## src/rtl/bcd_scan_if.sv

```systemverilog
// Handshake and display bus of the BCD scan controller.
// Producer side: load_*, decoder side: dec_*, display side: digit_*.
interface bcd_scan_if;
  logic       load_valid;
  logic [3:0] load_data;
  logic       load_ready;
  logic [3:0] dec_data;
  logic [7:0] dec_bcd;
  logic [1:0] digit_sel;
  logic [3:0] digit_val;
  logic       busy;
  logic       err;

  modport master (
    output load_valid, load_data, dec_bcd,
    input  load_ready, dec_data, digit_sel,
    input  digit_val, busy, err
  );

  modport slave (
    input  load_valid, load_data, dec_bcd,
    output load_ready, dec_data, digit_sel,
    output digit_val, busy, err
  );
endinterface

```

## src/rtl/bcd_scan_ctrl.sv

```systemverilog
// Two-digit BCD scan controller: loads a value, runs it through the
// shared decoder, then alternates units/tens digits every DIV cycles.
// Ports: clk, rst_n (async low), bus (bcd_scan_if.slave).
// Option: LEADING_ZERO_BLANK_EN blanks a zero tens digit.
module bcd_scan_ctrl #(
  parameter int DIV = 4
) (
  input  logic        clk,
  input  logic        rst_n,
  bcd_scan_if.slave   bus
);

  localparam int CW = (DIV > 1) ? $clog2(DIV) : 1;

  typedef enum logic [1:0] {
    IDLE, DECODE, SCAN_LO, SCAN_HI
  } state_t;

  state_t        state_q, state_d;
  logic [CW-1:0] cnt_q, cnt_d;
  logic [3:0]    val_q;
  logic [7:0]    bcd_q;
  logic          err_q;
  logic          last;
  logic          ready;
  logic          xfer;
  logic          blank_hi;
  logic          bad_bcd;

  assign last  = (cnt_q == CW'(DIV - 1));
  assign ready = (state_q == IDLE) ||
                 ((state_q == SCAN_HI) && last);
  assign xfer  = bus.load_valid && ready;

  assign bad_bcd = (bus.dec_bcd[7:4] > 4'd9) ||
                   (bus.dec_bcd[3:0] > 4'd9);

`ifdef LEADING_ZERO_BLANK_EN
  assign blank_hi = (bcd_q[7:4] == 4'd0);
`else
  assign blank_hi = 1'b0;
`endif

  always_ff @(posedge clk or negedge rst_n) begin
    if (!rst_n) begin
      state_q <= IDLE;
      cnt_q   <= '0;
      val_q   <= '0;
      bcd_q   <= '0;
      err_q   <= 1'b0;
    end else begin
      state_q <= state_d;
      cnt_q   <= cnt_d;
      if (xfer)
        val_q <= bus.load_data;
      if (state_q == DECODE) begin
        bcd_q <= bus.dec_bcd;
        err_q <= bad_bcd;
      end
    end
  end

  always_comb begin
    state_d = state_q;
    cnt_d   = cnt_q;
    unique case (state_q)
      IDLE: begin
        cnt_d = '0;
        if (xfer)
          state_d = DECODE;
      end
      DECODE: begin
        cnt_d   = '0;
        state_d = SCAN_LO;
      end
      SCAN_LO: begin
        if (last) begin
          cnt_d   = '0;
          state_d = SCAN_HI;
        end else begin
          cnt_d = cnt_q + CW'(1);
        end
      end
      SCAN_HI: begin
        if (last) begin
          cnt_d   = '0;
          state_d = xfer ? DECODE : SCAN_LO;
        end else begin
          cnt_d = cnt_q + CW'(1);
        end
      end
      default: begin
        cnt_d   = '0;
        state_d = IDLE;
      end
    endcase
  end

  always_comb begin
    bus.digit_sel = 2'b00;
    bus.digit_val = 4'd0;
    bus.busy      = 1'b1;
    unique case (1'b1)
      (state_q == IDLE): begin
        bus.busy = 1'b0;
      end
      (state_q == SCAN_LO): begin
        bus.digit_val = bcd_q[3:0];
        if (!err_q)
          bus.digit_sel = 2'b01;
      end
      (state_q == SCAN_HI): begin
        bus.digit_val = bcd_q[7:4];
        if (!err_q && !blank_hi)
          bus.digit_sel = 2'b10;
      end
      default: ;
    endcase
  end

  assign bus.load_ready = ready;
  assign bus.dec_data   = val_q;
  assign bus.err        = err_q;

endmodule

```

## src/flat_wrapper.sv

```systemverilog
// flat-port wrapper written by rule: the top's interface ports become plain ports
module bcd_scan_ctrl_flat 
#(
  parameter int DIV = 4
)
  (clk, rst_n, bus_load_valid, bus_load_data, bus_dec_bcd, bus_load_ready, bus_dec_data, bus_digit_sel, bus_digit_val, bus_busy, bus_err);
  bcd_scan_if bus_i ();
  input  logic clk;
  input  logic rst_n;
  input wire logic [$bits(bus_i.load_valid)-1:0] bus_load_valid;
  input wire logic [$bits(bus_i.load_data)-1:0] bus_load_data;
  input wire logic [$bits(bus_i.dec_bcd)-1:0] bus_dec_bcd;
  output wire logic [$bits(bus_i.load_ready)-1:0] bus_load_ready;
  output wire logic [$bits(bus_i.dec_data)-1:0] bus_dec_data;
  output wire logic [$bits(bus_i.digit_sel)-1:0] bus_digit_sel;
  output wire logic [$bits(bus_i.digit_val)-1:0] bus_digit_val;
  output wire logic [$bits(bus_i.busy)-1:0] bus_busy;
  output wire logic [$bits(bus_i.err)-1:0] bus_err;
  assign bus_i.load_valid = bus_load_valid;
  assign bus_i.load_data = bus_load_data;
  assign bus_i.dec_bcd = bus_dec_bcd;
  assign bus_load_ready = bus_i.load_ready;
  assign bus_dec_data = bus_i.dec_data;
  assign bus_digit_sel = bus_i.digit_sel;
  assign bus_digit_val = bus_i.digit_val;
  assign bus_busy = bus_i.busy;
  assign bus_err = bus_i.err;
  bcd_scan_ctrl #(.DIV(DIV)) u_core (.clk(clk), .rst_n(rst_n), .bus(bus_i));
endmodule
```

## config.mk

```make
export PLATFORM = sky130hd
export DESIGN_NAME = bcd_scan_ctrl_flat
export DESIGN_NICKNAME = d
export VERILOG_FILES = /design/src/rtl/bcd_scan_if.sv /design/src/rtl/bcd_scan_ctrl.sv /design/src/flat_wrapper.sv
export SDC_FILE = /design/constraint.sdc
export NUM_CORES = 1
export LEC_CHECK = 0
export CAP_MARGIN = 15
export CORE_UTILIZATION = 43
export DETAILED_ROUTE_END_ITERATION = 10
export GPL_TIMING_DRIVEN = 0
export PLACE_DENSITY = 0.77
export SYNTH_ARGS = -nofsm -noshare
export SYNTH_HDL_FRONTEND = slang
export SYNTH_SLANG_ARGS = --single-unit
```

## constraint.sdc

```tcl
create_clock -name clk -period 1.57 [get_ports clk]
set_clock_uncertainty 0.15 [all_clocks]
set_input_delay 0.157 -clock clk [delete_from_list [all_inputs] [get_ports clk]]
set_output_delay 0.157 -clock clk [all_outputs]
set_load 0.01 [all_outputs]
```

==> results of run 1 <==
-- worst paths after layout --
path	start	end	slack [ns]
setup / recovery	u_core.state_q[1]	bus_load_ready	0.01
hold / removal	rst_n	u_core.bus.dec_data[2]	0.16
setup reg to reg	u_core.state_q[1]	u_core.bus.dec_data[1]	0.02
hold reg to reg	u_core.cnt_q[0]	u_core.cnt_q[0]	0.30
max in group asynchronous	rst_n	u_core.bcd_q[5]	0.65
min in group clk	u_core.cnt_q[0]	u_core.cnt_q[0]	0.30
-- logic make-up after synthesis --
logic type / after synthesis / synth area share (%)
AOI/OAI and AO/OA: 5 / 5.32
muxes: 16 / 21.9
adders and majority gates: 1 / 1.56
DFF: 17 / 53.2
buffers and inverters: 4 / 3.29
and+or+nand+nor: 19 / 14.7
-- layer usage --
metal	global-route usage, %	share of wire (%)
met5	0	0
met4	9.09	1.8
met3	2.40	2.8
met2	29.6	52
met1	21.4	43
-- layout by cell type, fill, tap and decap left out, types with 2 or more instances in the layout --
cell type        netlist  final
buf_2                  0      7
buf_6                  1      5
clkbuf_4               0      3
clkdlybuf4s50_1        0     18
dfrtp_1               17     17
mux2_2                12     10
mux2_4                 0      2
mux2i_1                4      4
nor2_1                 5      5
nor2b_1                4      4
o21ai_0                2      2
-- worst max-delay path, cell delays in order (launching register included) --
cell and delay, ns:
dfrtp_1 0.40, clkbuf_8 0.14, or2_4 0.26, nand2_2 0.07, buf_6 0.10
-- power groups by stage --
stage | clock (W) | sequential (W) | combinational, W
after floorplan | 0 | 0.000792 | 0.000686
after global placement | 0 | 0.000773 | 0.00118
after detailed placement | 0 | 0.000782 | 0.00121
after CTS | 0.000234 | 0.000773 | 0.00121
after global routing | 0.000252 | 0.000801 | 0.00134
final | 0.000227 | 0.000775 | 0.00123
-- state kept, by name (all words and copies together) (netlist names) --
register / count
u_core.bus.dec_data: 4
u_core.state_q: 2
u_core.bcd_q: 8
u_core.bus.err: 1
u_core.cnt_q: 2
-- what timing repair did --
| item | 4_1_cts | 5_1_grt |
|---|---|---|
| endpoints found under the hold margin | 0 | 0 |
| pin swaps | 0 | 0 |
| setup buffers | 2 | 0 |
| endpoints found under the setup margin | 8 | 10 |
| cloned | 1 | 0 |
| gates resized for setup | 42 | 5 |
-- through the flow --
stage / TNS, ns / total power (W)
6_report: 0 / 0.00224
5_1_grt: -0.237 / 0.00239
3_3_place_gp: -1.69 / 0.00195
4_1_cts: 0 / 0.00222
3_5_place_dp: -2.02 / 0.00199
2_1_floorplan: 0 / 0.00148
-- area by class of cell --
class,instances,area share [%]
inverters,1,0.322
clock buffers,4,2.26
well taps,25,2.69
repair buffers,30,23.1
multi-input cells,41,32.0
flip-flops and latches,17,36.5
plain buffers,3,3.11
==> results.md, run 1 <==
- Final period util: 99.3%
- Die Wd: between 40 and 50 um
- Sequential share of power: between 30% and 40%
- Layout cell share with drive strength beyond 1: 38.5%
- Hold Vio Cnt, Final: 0
- First-pass GRT wire length: approximately 2500 um
- Max-Cap Viols: 0
- DRT Pass-1 Iters: 3
- Status: finished clean
- Reg2reg path depth: 4
- PwrDens: about 1900 mW/mm^2
- Worst setup margin: about 0.011 ns
- Synthesized area per cell: roughly 13 sq um
- Via Count: 596
- Overflow after GRT: 0
- Initial DRC count: 1
- Worst-path clk slew: ~0.090 ns
- CTS tree: built
- H-tree Lvls: 1
- LEAKAGE: around 0.53 nW
- Vias/cell: between 4 and 5
- Nature of the critical path startpoint: register
- Worst min-delay path category: input pin to asynchronous set/reset pin
- Initial antenna violation count: 0
- RSZ-0062 raised after global routing: yes
- Net Sw Power: roughly 0.00076 W
- Synth area leader: dfrtp_1
- Yosys cell types: 23
- Mapped Cells: slightly above 60
- GPL Wtd Cong: between 0.6 and 0.7
- YS warnings: 0
- Slew @ Worst Pin: around 0.75 ns
- Post-synthesis sequential area ratio: 53.2%
- Post-Syn Nets: a little under 80
- Critical Path Fanout Max: 3
- Placed cell count: approximately 110
- WL final: 1610 um
- Top cells by area, synth: dfrtp_1 (53%), mux2_2 (17%), mux2i_1 (5.0%)
- Critical Path AT: 1.25 ns
- Slew margin rel.: 49.9%
- Fmax: ~640 MHz
- Pint: between 0.001 and 0.0015 W
- Total GRT Usage: ~17%
- Total die area: 0.00204 sq mm
- Core Region: 0.00173 sq mm
- Clock Latency Late Sink: between 0.2 and 0.3 ns
- Wirelength per Cell: about 13 um
- Final Setup Violations: 0
- Reg area: 425 sq um
- DRT antenna net count: 0
- Cell Count, Final, Fillers Out: between 100 and 150
- Post-synthesis instance area: roughly 800 sq um
- CTS Buf Count: 3
- CTS Hold Bufs: 0
- Clock Sinks: 17
- Finished Cell Area: around 0.0012 sq mm
- Nets: approximately 110
- CP Class: register to output port
- Tmin final: between 1.5 and 2 ns
- Rows: 15
- Initial core utilization: a little under half
- Chip Height: 45.1 um
- Yosys reg bits: 17
- Total of fill cells in the finished design: around 150
- Hold slack: approximately 0.16 ns
- Port Buf Inserts: 27
- Multi-input logic area: roughly 370 sq um
- Ys flop type: dfrtp_1
- FFs w/ async S/R, synth: 100%
- Switching share of power: around a third
- I/O pins: 28
- Crit. End Element: output port
- Clock buffer depth: 2
- Largest net degree at the start of global routing: 18
- Finished Core Util: between 60% and 70%
- Vias in the first global route: about 580
- Placed instance area: 0.00110 sq mm
- # diodes: 0
- Max IR drop VDD: a little under 0.001 V
- Slew Limit Fails: 0
- Comb pwr share: approximately 55%
- Synth-to-layout area growth: 45.7%
- Detailed Place HPWL: between 1000 and 1500 um
- Top cell type's share of synthesized area: roughly 53%
- DRC: 0
- Worst EP required: 1.26 ns
- Most frequent cell after synthesis: dfrtp_1
- Most instantiated cells after synthesis: dfrtp_1 (17), mux2_2 (12), nor2_1 (5)
- Clock power share: between 10% and 20%
- Pre-CTS WS: -0.339 ns
- Root buffer cell: clkbuf_4
- Number of flops mapped to enable cells by yosys: 0
Note: power is estimated with default switching activity, not from simulation.
==> run 2: changes to the inputs <==
MAX_ROUTING_LAYER = met4   (was unset)
==> results.md, run 2 (same netlist as run 1, synthesis figures left out) <==
- Total of fill cells in the finished design: 152 (unchanged)
- Max reg flops: 8 (unchanged)
- Commonest cells after routing, fill and taps aside: clkdlybuf4s50_1 (18), dfrtp_1 (17), mux2_2 (11)
- Synth-to-layout area growth: 44.8%
- Reg2reg path depth: 4 (unchanged)
- Nature of the critical path startpoint: register
- Nets: 113 (unchanged)
- Chip Height: 45.1 um (unchanged)
- Fmax: 640 MHz (-0.22%)
- CTS Hold Bufs: 0 (unchanged)
- Reg area: 425 sq um (unchanged)
- Worst-path clk slew: 0.10 ns (about the same)
- GPL Wtd Cong: 0.706 (+1.1%)
- I/O pins: 28 (unchanged)
- Clock buffer depth: 2 (unchanged)
- Slew Limit Fails: 0 (unchanged)
- Clock Latency Late Sink: 0.29 ns (about the same)
- Commonest non-fill, non-tap cell in the layout: clkdlybuf4s50_1
- CTS tree: built
- # diodes: 0 (unchanged)
- Placed cell count: 114 (unchanged)
- Die Wd: 45.1 um (unchanged)
- DRT Pass-1 Iters: 4 (+1)
- Tmin final: 1.56 ns (+0.00350 ns)
- Worst min-delay path category: input pin to asynchronous set/reset pin
- Vias/cell: 4.95 (+0.50%)
- CTS Buf Count: 3 (unchanged)
- Total GRT Usage: 17.9% (+0.44 points)
- Via Count: 599 (+0.50%)
- CP Class: register to output port
- Initial antenna violation count: 0 (unchanged)
- Max-Cap Viols: 0 (unchanged)
- Wirelength per Cell: 13.3 um (+0.37%)
- Overflow after GRT: 0 (unchanged)
- Slew @ Worst Pin: 0.743 ns (-0.00612 ns)
- Port Buf Inserts: 27 (unchanged)
- Placed instance area: 0.00110 sq mm (unchanged)
- Vias in the first global route: 577 (+0.35%)
- Final period util: 99.5% (+0.22 points)
- First-pass GRT wire length: 2490 um (unchanged)
- Status: finished clean
- Largest Register: u_core.bcd_q
- Final Setup Violations: 0 (unchanged)
- Slew margin rel.: 50.3% (+0.41 points)
- Total die area: 0.00204 sq mm (unchanged)
- Cell Count, Final, Fillers Out: 121 (unchanged)
- DRC: 0 (unchanged)
- Rows: 15 (unchanged)
- Finished Cell Area: 0.00116 sq mm (-0.64%)
- WL final: 1610 um (+0.37%)
- Crit. End Element: output port
- H-tree Lvls: 1 (unchanged)
- Clock Sinks: 17 (unchanged)
- DRT antenna net count: 0 (unchanged)
- Hold Vio Cnt, Final: 0 (unchanged)
- Initial core utilization: 46.3% (unchanged)
- Worst EP required: 1.26 ns (about the same)
- Layout cell share with drive strength beyond 1: 38.5% (unchanged)
- Detailed Place HPWL: 1090 um (unchanged)
- Critical Path AT: 1.26 ns (about the same)
- LEAKAGE: 0.526 nW (-0.75%)
- Initial DRC count: 4 (+3)
- RSZ-0062 raised after global routing: yes
- PwrDens: 1920 mW/mm^2 (+0.11%)
- Core Region: 0.00173 sq mm (unchanged)
- Root buffer cell: clkbuf_4
- Max IR drop VDD: 0.000989 V (-0.19%)
- Critical Path Fanout Max: 3 (unchanged)
- Largest net degree at the start of global routing: 18 (unchanged)
- Multi-input logic area: 369 sq um (-1.0%)
-- run 2: cell types whose count changed in the layout (fill, tap and decap cells not counted) --
cell | previous run | this run
buf_6 | 5 | 4
mux2_4 | 2 | 1
buf_4 | 1 | 2
mux2_2 | 10 | 11
-- run 2: power by group --
| group | switching, W | total (W) | internal [W] |
|---|---|---|---|
| Combinational | 0.000513 | 0.00122 | 0.000704 |
| Clock | 0.000133 | 0.000232 | 0.0000988 |
| Sequential | 0.000118 | 0.000776 | 0.000658 |
| Total | 0.000764 | 0.00222 | 0.00146 |
-- run 2: final cells by class --
class	instances	area share, %
Multi-Input combinational cell	41	31.9
Tap cell	25	2.70
Clock buffer	4	2.27
Sequential cell	17	36.8
Timing Repair Buffer	30	23.2
Buffer	3	2.81
Inverter	1	0.324
-- run 2: path summary, 6_finish.rpt --
path	from	end	slack, ns
max in group asynchronous	rst_n	u_core.bcd_q[6]	0.65
setup / recovery	u_core.state_q[1]	bus_load_ready	0.007
min in group clk	u_core.cnt_q[0]	u_core.cnt_q[0]	0.30
setup reg to reg	u_core.state_q[0]	u_core.bus.dec_data[1]	0.03
hold / removal	rst_n	u_core.cnt_q[0]	0.15
hold reg to reg	u_core.cnt_q[0]	u_core.cnt_q[0]	0.30
-- run 2: critical path, cell delays in order (launching register included) --
cell	delay, ns
dfrtp_1	0.40
clkbuf_8	0.14
or2_4	0.26
nand2_2	0.07
buf_6	0.10
-- run 2: repair_timing --
item | in CTS | in global routing
resized for setup | 42 | 3
pin swaps | 0 | 0
gates cloned | 1 | 0
endpoints found under the setup margin | 8 | 8
hold endpoints to repair | 0 | 0
buffers inserted | 2 | 0
-- run 2: routing by layer --
| layer | global-route usage (%) | part of all wire (%) | routed length, um |
|---|---|---|---|
| met1 | 20.9 | 44 | 703 |
| met2 | 29.9 | 51 | 825 |
| met3 | 2.40 | 3.0 | 49 |
| met4 | 9.09 | 2.1 | 34 |
| met5 | - | 0 | 0 |
-- run 2: metrics by stage --
| step | hold WS (ns) | power, W | TNS [ns] | setup WS (ns) | util, % |
|---|---|---|---|---|---|
| 2_1_floorplan | -0.289 | 0.00148 | 0 | 0.168 | - |
| 3_3_place_gp | 0.269 | 0.00195 | -1.69 | -0.291 | 63.8 |
| 3_5_place_dp | 0.283 | 0.00199 | -2.02 | -0.339 | 63.8 |
| 4_1_cts | 0.182 | 0.00222 | 0 | 0.00469 | 66.5 |
| 5_1_grt | 0.223 | 0.00237 | -0.232 | -0.0501 | 67.0 |
| 6_report | 0.152 | 0.00222 | 0 | 0.00721 | 67.0 |
